===== config.mk =====
export PLATFORM = sky130hd
export DESIGN_NAME = mc_datapath_flat
export DESIGN_NICKNAME = d
export VERILOG_FILES = /design/src/rtl/mc_datapath_if.sv /design/src/rtl/mc_datapath.sv /design/src/flat_wrapper.sv
export SDC_FILE = /design/constraint.sdc
export NUM_CORES = 2
export LEC_CHECK = 0
export BUFFER_PORTS_ARGS = -buffer_cell sky130_fd_sc_hd__buf_2
export CELL_PAD_IN_SITES_DETAIL_PLACEMENT = 0
export CELL_PAD_IN_SITES_GLOBAL_PLACEMENT = 1
export CORE_MARGIN = 4
export CORE_UTILIZATION = 39
export CTS_BUF_LIST = sky130_fd_sc_hd__clkbuf_8 sky130_fd_sc_hd__clkbuf_16
export CTS_CLUSTER_DIAMETER = 200
export CTS_CLUSTER_SIZE = 30
export DETAILED_ROUTE_END_ITERATION = 6
export GPL_TIMING_DRIVEN = 0
export PLACE_DENSITY = 0.64
export SETUP_SLACK_MARGIN = 0.15
export SYNTH_ARGS = -nofsm -noshare
export SYNTH_HDL_FRONTEND = slang
export SYNTH_SLANG_ARGS = --single-unit

===== constraint.sdc =====
create_clock -name clock -period 8.1 [get_ports clock]
set_input_delay 0.405 -clock clock [delete_from_list [all_inputs] [get_ports clock]]
set_output_delay 0.405 -clock clock [all_outputs]
set_load 0.05 [all_outputs]

===== src/rtl/mc_datapath_if.sv =====
// Control-unit <-> datapath bundle: register/bus controls, ALU launch, and status back.
interface mc_datapath_if #(
  parameter int DATA_WIDTH = 32,
  parameter int NUM_REGS   = 16,
  parameter int SEL_W      = $clog2(NUM_REGS)
);
  logic [2:0]            bus_src;
  logic [SEL_W-1:0]      rd_sel;
  logic [SEL_W-1:0]      wr_sel;
  logic                  gpr_we;
  logic                  ba_mode;
  logic                  y_we;
  logic                  hi_we;
  logic                  lo_we;
  logic [DATA_WIDTH-1:0] imm;
  logic [DATA_WIDTH-1:0] ext_in;
  logic [3:0]            op;
  logic                  op_start;
  logic [DATA_WIDTH-1:0] bus_out;
  logic                  busy;
  logic                  done;
  logic                  zero_flag;

  modport master (
    output bus_src, rd_sel, wr_sel, gpr_we, ba_mode, y_we, hi_we, lo_we,
           imm, ext_in, op, op_start,
    input  bus_out, busy, done, zero_flag
  );

  modport slave (
    input  bus_src, rd_sel, wr_sel, gpr_we, ba_mode, y_we, hi_we, lo_we,
           imm, ext_in, op, op_start,
    output bus_out, busy, done, zero_flag
  );
endinterface


===== src/rtl/mc_datapath.sv =====
// Single-bus CPU datapath: GPR file, HI/LO, Y, 2W-bit Z, and an ALU with
// single-cycle ops plus iterative signed MUL (shift-add) / DIV (restoring).
module mc_datapath #(
  parameter int DATA_WIDTH = 32,
  parameter int NUM_REGS   = 16
) (
  input  logic           clock,
  input  logic           clear,
  mc_datapath_if.slave   dp
);
  localparam int W     = DATA_WIDTH;
  localparam int SH_W  = $clog2(DATA_WIDTH);
  localparam int CNT_W = $clog2(DATA_WIDTH);

  localparam logic [3:0] OP_ADD = 4'd0,  OP_SUB = 4'd1,  OP_AND = 4'd2,  OP_OR  = 4'd3;
  localparam logic [3:0] OP_SHR = 4'd4,  OP_SHL = 4'd5,  OP_ROR = 4'd6,  OP_ROL = 4'd7;
  localparam logic [3:0] OP_NEG = 4'd8,  OP_NOT = 4'd9,  OP_MUL = 4'd10, OP_DIV = 4'd11;
  localparam logic [3:0] OP_INC = 4'd12;

  typedef enum logic {S_IDLE, S_RUN} state_e;

  logic [W-1:0]     gpr_q [NUM_REGS];
  logic [W-1:0]     hi_q, lo_q, y_q;
  logic [2*W-1:0]   z_q, z_d;
  logic             z_we;
  state_e           state_q, state_d;
  logic [CNT_W-1:0] cnt_q, cnt_d;
  logic             done_q, done_d;
  logic             load;

  // Operands latched at launch; acc_hi/acc_lo double as product or remainder/quotient.
  logic             is_div_q, neg_q, rneg_q, bzero_q;
  logic [W-1:0]     a_q, d_q;
  logic [W:0]       acc_hi_q, hi_n;
  logic [W-1:0]     acc_lo_q, lo_n;

  logic [W-1:0]     bus, a, b, alu_res, a_abs, b_abs;
  logic [SH_W-1:0]  sh;

  always_comb begin
    bus = '0;
    case (dp.bus_src)
      3'd0:    bus = (dp.ba_mode && dp.rd_sel == '0) ? '0 : gpr_q[dp.rd_sel];
      3'd1:    bus = hi_q;
      3'd2:    bus = lo_q;
      3'd3:    bus = z_q[W-1:0];
      3'd4:    bus = z_q[2*W-1:W];
      3'd5:    bus = dp.imm;
      3'd6:    bus = dp.ext_in;
      default: bus = '0;
    endcase
  end

  assign dp.bus_out   = bus;
  assign dp.busy      = (state_q == S_RUN);
  assign dp.done      = done_q;
  assign dp.zero_flag = (z_q[W-1:0] == '0);

  assign a     = y_q;
  assign b     = bus;
  assign sh    = b[SH_W-1:0];
  assign a_abs = a[W-1] ? -a : a;
  assign b_abs = b[W-1] ? -b : b;

  always_comb begin
    alu_res = b;
    case (dp.op)
      OP_ADD:  alu_res = a + b;
      OP_SUB:  alu_res = a - b;
      OP_AND:  alu_res = a & b;
      OP_OR:   alu_res = a | b;
      OP_SHR:  alu_res = a >> sh;
      OP_SHL:  alu_res = a << sh;
      OP_ROR:  alu_res = (a >> sh) | (a << (W - int'(sh)));
      OP_ROL:  alu_res = (a << sh) | (a >> (W - int'(sh)));
      OP_NEG:  alu_res = -b;
      OP_NOT:  alu_res = ~b;
      OP_INC:  alu_res = b + 1'b1;
      default: alu_res = b;
    endcase
  end

  // One MUL or DIV iteration on the accumulator pair.
  logic [W:0] mul_sum, div_sh, div_diff;
  always_comb begin
    mul_sum  = acc_hi_q + {1'b0, d_q};
    div_sh   = {acc_hi_q[W-1:0], acc_lo_q[W-1]};
    div_diff = div_sh - {1'b0, d_q};
    hi_n     = acc_hi_q;
    lo_n     = acc_lo_q;
    if (is_div_q) begin
      if (!div_diff[W]) begin
        hi_n = div_diff;
        lo_n = {acc_lo_q[W-2:0], 1'b1};
      end else begin
        hi_n = div_sh;
        lo_n = {acc_lo_q[W-2:0], 1'b0};
      end
    end else if (acc_lo_q[0]) begin
      {hi_n, lo_n} = {1'b0, mul_sum, acc_lo_q[W-1:1]};
    end else begin
      {hi_n, lo_n} = {1'b0, acc_hi_q, acc_lo_q[W-1:1]};
    end
  end

  logic [2*W-1:0] prod, final_z;
  logic [W-1:0]   quo, rem;
  always_comb begin
    prod = {hi_n[W-1:0], lo_n};
    quo  = neg_q  ? -lo_n : lo_n;
    rem  = rneg_q ? -hi_n[W-1:0] : hi_n[W-1:0];
    if (!is_div_q)    final_z = neg_q ? -prod : prod;
    else if (bzero_q) final_z = {a_q, {W{1'b1}}};
    else              final_z = {rem, quo};
  end

  always_comb begin
    state_d = state_q;
    cnt_d   = cnt_q;
    done_d  = 1'b0;
    z_we    = 1'b0;
    z_d     = z_q;
    load    = 1'b0;
    case (state_q)
      S_IDLE: begin
        if (dp.op_start) begin
          if (dp.op == OP_MUL || dp.op == OP_DIV) begin
            load    = 1'b1;
            state_d = S_RUN;
            cnt_d   = '0;
          end else begin
            z_we   = 1'b1;
            z_d    = {{W{1'b0}}, alu_res};
            done_d = 1'b1;
          end
        end
      end
      S_RUN: begin
        cnt_d = cnt_q + 1'b1;
        if (cnt_q == CNT_W'(W - 1)) begin
          state_d = S_IDLE;
          z_we    = 1'b1;
          z_d     = final_z;
          done_d  = 1'b1;
        end
      end
      default: state_d = S_IDLE;
    endcase
  end

  always_ff @(posedge clock) begin
    if (!clear) begin
      for (int i = 0; i < NUM_REGS; i++) gpr_q[i] <= '0;
      hi_q     <= '0;
      lo_q     <= '0;
      y_q      <= '0;
      z_q      <= '0;
      state_q  <= S_IDLE;
      cnt_q    <= '0;
      done_q   <= 1'b0;
      is_div_q <= 1'b0;
      neg_q    <= 1'b0;
      rneg_q   <= 1'b0;
      bzero_q  <= 1'b0;
      a_q      <= '0;
      d_q      <= '0;
      acc_hi_q <= '0;
      acc_lo_q <= '0;
    end else begin
      if (dp.gpr_we) gpr_q[dp.wr_sel] <= bus;
      if (dp.hi_we)  hi_q <= bus;
      if (dp.lo_we)  lo_q <= bus;
      if (dp.y_we)   y_q  <= bus;
      if (z_we)      z_q  <= z_d;
      state_q <= state_d;
      cnt_q   <= cnt_d;
      done_q  <= done_d;
      if (load) begin
        is_div_q <= (dp.op == OP_DIV);
        neg_q    <= a[W-1] ^ b[W-1];
        rneg_q   <= a[W-1];
        bzero_q  <= (b == '0);
        a_q      <= a;
        d_q      <= b_abs;
        acc_hi_q <= '0;
        acc_lo_q <= a_abs;
      end else if (state_q == S_RUN) begin
        acc_hi_q <= hi_n;
        acc_lo_q <= lo_n;
      end
    end
  end
endmodule


===== src/flat_wrapper.sv =====
// flat-port wrapper written by rule: the top's interface ports become plain ports
module mc_datapath_flat 
#(
  parameter int DATA_WIDTH = 32,
  parameter int NUM_REGS   = 16
)
  (clock, clear, dp_bus_src, dp_rd_sel, dp_wr_sel, dp_gpr_we, dp_ba_mode, dp_y_we, dp_hi_we, dp_lo_we, dp_imm, dp_ext_in, dp_op, dp_op_start, dp_bus_out, dp_busy, dp_done, dp_zero_flag);
  mc_datapath_if #(.DATA_WIDTH(DATA_WIDTH), .NUM_REGS(NUM_REGS)) dp_i ();
  input  logic clock;
  input  logic clear;
  input wire logic [$bits(dp_i.bus_src)-1:0] dp_bus_src;
  input wire logic [$bits(dp_i.rd_sel)-1:0] dp_rd_sel;
  input wire logic [$bits(dp_i.wr_sel)-1:0] dp_wr_sel;
  input wire logic [$bits(dp_i.gpr_we)-1:0] dp_gpr_we;
  input wire logic [$bits(dp_i.ba_mode)-1:0] dp_ba_mode;
  input wire logic [$bits(dp_i.y_we)-1:0] dp_y_we;
  input wire logic [$bits(dp_i.hi_we)-1:0] dp_hi_we;
  input wire logic [$bits(dp_i.lo_we)-1:0] dp_lo_we;
  input wire logic [$bits(dp_i.imm)-1:0] dp_imm;
  input wire logic [$bits(dp_i.ext_in)-1:0] dp_ext_in;
  input wire logic [$bits(dp_i.op)-1:0] dp_op;
  input wire logic [$bits(dp_i.op_start)-1:0] dp_op_start;
  output wire logic [$bits(dp_i.bus_out)-1:0] dp_bus_out;
  output wire logic [$bits(dp_i.busy)-1:0] dp_busy;
  output wire logic [$bits(dp_i.done)-1:0] dp_done;
  output wire logic [$bits(dp_i.zero_flag)-1:0] dp_zero_flag;
  assign dp_i.bus_src = dp_bus_src;
  assign dp_i.rd_sel = dp_rd_sel;
  assign dp_i.wr_sel = dp_wr_sel;
  assign dp_i.gpr_we = dp_gpr_we;
  assign dp_i.ba_mode = dp_ba_mode;
  assign dp_i.y_we = dp_y_we;
  assign dp_i.hi_we = dp_hi_we;
  assign dp_i.lo_we = dp_lo_we;
  assign dp_i.imm = dp_imm;
  assign dp_i.ext_in = dp_ext_in;
  assign dp_i.op = dp_op;
  assign dp_i.op_start = dp_op_start;
  assign dp_bus_out = dp_i.bus_out;
  assign dp_busy = dp_i.busy;
  assign dp_done = dp_i.done;
  assign dp_zero_flag = dp_i.zero_flag;
  mc_datapath #(.DATA_WIDTH(DATA_WIDTH), .NUM_REGS(NUM_REGS)) u_core (.clock(clock), .clear(clear), .dp(dp_i));
endmodule

==> impl_metrics.json <==
{
  "via_per_inst": 6.854,
  "drv_cap": 16,
  "violations": "max-capacitance violations, max-slew violations, negative setup slack",
  "design.die.area_mm2": 0.1511,
  "synth_cell_type_count": 112,
  "gp_congestion": 1.102,
  "drv_slew": 129,
  "path_class": "flip-flop to flip-flop",
  "setup_ws_ps": -21.34,
  "antenna_found_initial": 47,
  "fp.dieH_um": 388.7,
  "status": "finished, violations left",
  "dr.pass1.iters": 6,
  "tritoncts": "built",
  "startpoint_type": "flip-flop",
  "syn2layout_area_growth_pct": 8.905,
  "leakage_uw": 0.02238,
  "dieWidth_um": 388.7,
  "gr-total-overflow": 0,
  "postRouteWirelength_um": 352500,
  "finalSetupViolCount": 1,
  "syn-instance-count": 6416,
  "min_period_ps": 8121,
  "cpPeakStageDelay_ps": 970,
  "grt_pass1_wl_um": 469000,
  "start_util": 0.3930,
  "tightest_slew_ps": 1784,
  "fp.coreArea_mm2": 0.1438,
  "synth_enable_flop_cells": 512,
  "reg2regPathDepth": 18,
  "p_per_area_mw_per_mm2": 186.4,
  "rows": 139,
  "vdd_drop_max_mv": 0.2008,
  "wire_per_inst_um": 41.25,
  "vias": 58570,
  "cts-root-buf": "clkbuf_16",
  "port_buffers": 113,
  "synthTopCellsByCount": "1107 x nor2_1, 591 x nand2_1, 512 x edfxtp_1",
  "final-seq-area_mm2": 0.02136,
  "crit_chain": "mux4_2 -> mux2i_1 -> o22ai_4 -> nor2_1 -> buf_2 -> buf_2 -> clkbuf_2 -> ha_1 -> clkbuf_1 -> clkbuf_2 -> clkbuf_1 -> mux2i_1 -> nor2_1 -> nor3_1 -> nor2_1 -> o22ai_1 -> o21ai_0 -> a31oi_1",
  "min_path_type": "primary input to flip-flop",
  "finClkSkew_ps": 81.74,
  "synth_top_cell_by_area": "edfxtp_1",
  "drt_iter0_drc": 9595,
  "synth_ff_type": "edfxtp_1",
  "hold_depth": 3,
  "final_area_mm2": 0.06156,
  "synth_top_area_share": 0.2720,
  "cp_max_fo": 21,
  "drc_errors": 0,
  "synth_area_mm2": 0.05653,
  "multi_input_area_mm2": 0.03284,
  "rsz0062_at_grt": "true",
  "final_nets": 6876,
  "synthesis.nets": 6706,
  "drtAntennaViolNets": 0,
  "clk_pin_slew_worst_paths_ps": 140,
  "worst_ep_required_time_ps": 8660,
  "async_flop_share": 0,
  "synth_area_leaders": "edfxtp_1 27%, dfxtp_1 11%, nor2_1 7.4%, mux4_2 5.8%, ha_1 4.4%",
  "post_synth.cell_area_avg_um2": 8.810,
  "slowest_stage": "o21ai_0",
  "track_usage": 0.4489,
  "synth_most_common_cell": "nor2_1",
  "seq_area_frac_synth": 0.3779,
  "drive_above_1_share": 0.1063,
  "hold_violations": 0,
  "worstSkewPairLatency_ps": 750,
  "path_common_cell": "nor2_1",
  "grt_max_degree": 32,
  "yosys_register_bits": 811,
  "io_pins": 122,
  "synth_warnings": 0,
  "reg2reg_slack_ps": -20,
  "placed_area_mm2": 0.05995,
  "nFillCells": 14470,
  "cp.arrival_ps": 8680,
  "cp-end-kind": "flip-flop",
  "grt_pass1_vias": 53790,
  "cts.sinks": 811,
  "numCtsBuffers": 31,
  "period_share": 1.003,
  "ctsHtreeMaxLevel": 1,
  "max_freq_mhz": 123.1,
  "slew_headroom": -0.1890,
  "dp_hpwl_um": 277100,
  "design_power_total_uw": 11470,
  "fin_util": 0.4280,
  "clockBufferDepth": 3
}
==> critical path, delay by kind of cell (launching register included) <==
kind | cells | cell delay [ps]
compound gates | 4 | 1630
flops | 1 | 380
buf+inv | 6 | 3510
fa+ha+maj | 1 | 360
simple gates | 4 | 840
mux | 3 | 1170
==> final timing paths <==
path	end	from
setup / recovery	u_core.z_q[24]	u_core.gpr_q[15][0]
hold / removal	u_core.lo_q[3]	dp_lo_we
setup reg to reg	u_core.z_q[24]	u_core.gpr_q[15][0]
hold reg to reg	u_core.a_q[16]	u_core.a_q[16]
==> cell type report <==
cell class	instances	share of cell area
Clock buffer	31	0.01260
Multi-Input combinational cell	4898	0.5335
Inverter	163	0.009939
Timing Repair Buffer	146	0.01730
Antenna cell	35	0.001423
Tap cell	1903	0.03868
Sequential cell	811	0.3470
Clock inverter	23	0.001850
Buffer	535	0.03772
==> cell usage in the layout, fill, tap and decap left out, drive strengths merged, types with 30 or more instances in the layout <==
| cell | count |
|---|---|
| nor2 | 1110 |
| clkbuf | 420 |
| buf | 286 |
| edfxtp | 512 |
| a22oi | 48 |
| mux2i | 199 |
| o21a | 30 |
| nand4 | 37 |
| ha | 199 |
| nand2b | 42 |
| xor2 | 49 |
| a31oi | 45 |
| nand3 | 125 |
| inv | 168 |
| nand2 | 593 |
| nor4 | 32 |
| a21oi | 484 |
| nor3 | 129 |
| o211ai | 71 |
| mux2 | 79 |
| dfxtp | 299 |
| o21ai | 374 |
| xnor2 | 183 |
| a211oi | 203 |
| o221ai | 31 |
| o31ai | 45 |
| a221oi | 85 |
| and3 | 47 |
| or3 | 44 |
| mux4 | 145 |
| a21o | 65 |
| diode | 35 |
| o22ai | 52 |
==> layer usage <==
metal / share of wire / vias to the layer above / track usage
met5: 0.00029 / - / 0.0006380
met4: 0.078 / 14 / 0.2863
met3: 0.13 / 936 / 0.1452
met2: 0.41 / 4578 / 0.6366
met1: 0.39 / 29140 / 0.5874
li1: - / 23900 / -
==> power breakdown <==
group / internal [uW] / total (uW) / switching (uW)
Combinational: 1200 / 4670 / 3470
Sequential: 4540 / 4690 / 148
Clock: 714 / 2120 / 1410
Total: 6450 / 11500 / 5020
==> cell families (layout without fill, tap and decap cells) <==
logic type | after synthesis | in the layout | share of synthesized area
AOI/OAI and AO/OA | 1764 | 1764 | 0.2064
xor gates and xnor gates | 232 | 232 | 0.03608
adders and majority gates | 203 | 203 | 0.04547
buffers and inverters | 707 | 898 | 0.05022
DFF | 811 | 811 | 0.3779
muxes | 423 | 423 | 0.1087
other | 0 | 35 | 0
and+or+nand+nor | 2276 | 2276 | 0.1752
==> metrics by stage <==
| stage | worst slack, ps | cells | hold WS [ps] | TNS, ps |
|---|---|---|---|---|
| finish | -21.34 | 8545 | 312.3 | -21.34 |
| global placement | -3844 | 8432 | 443.9 | -138760 |
| floorplan | 988.2 | 6416 | 425.5 | 0 |
| global route | 68.86 | 8513 | 315.8 | 0 |
| CTS | 124.8 | 8505 | 268.7 | 0 |
| detailed placement | -3693 | 8452 | 445.3 | -132160 |
==> state kept, by name, summed over array words and instances (netlist names) <==
register / cells
u_core.cnt_q: 5
u_core.neg_q: 1
u_core.z_q: 64
u_core.lo_q: 32
u_core.is_div_q: 1
u_core.gpr_q: 512
u_core.dp.busy: 1
u_core.bzero_q: 1
u_core.acc_hi_q: 33
u_core.acc_lo_q: 32
u_core.hi_q: 32
u_core.dp.done: 1
u_core.d_q: 32
u_core.a_q: 32
u_core.a: 32
==> what timing repair did <==
action / 4_1_cts / 5_1_grt
setup endpoints to repair: 77 / 39
resized for setup: 102 / 44
buffers inserted: 5 / 7
hold buffers: 0 / 0
pin swaps: 4 / 4
Note: power is estimated with default switching activity, not from simulation.
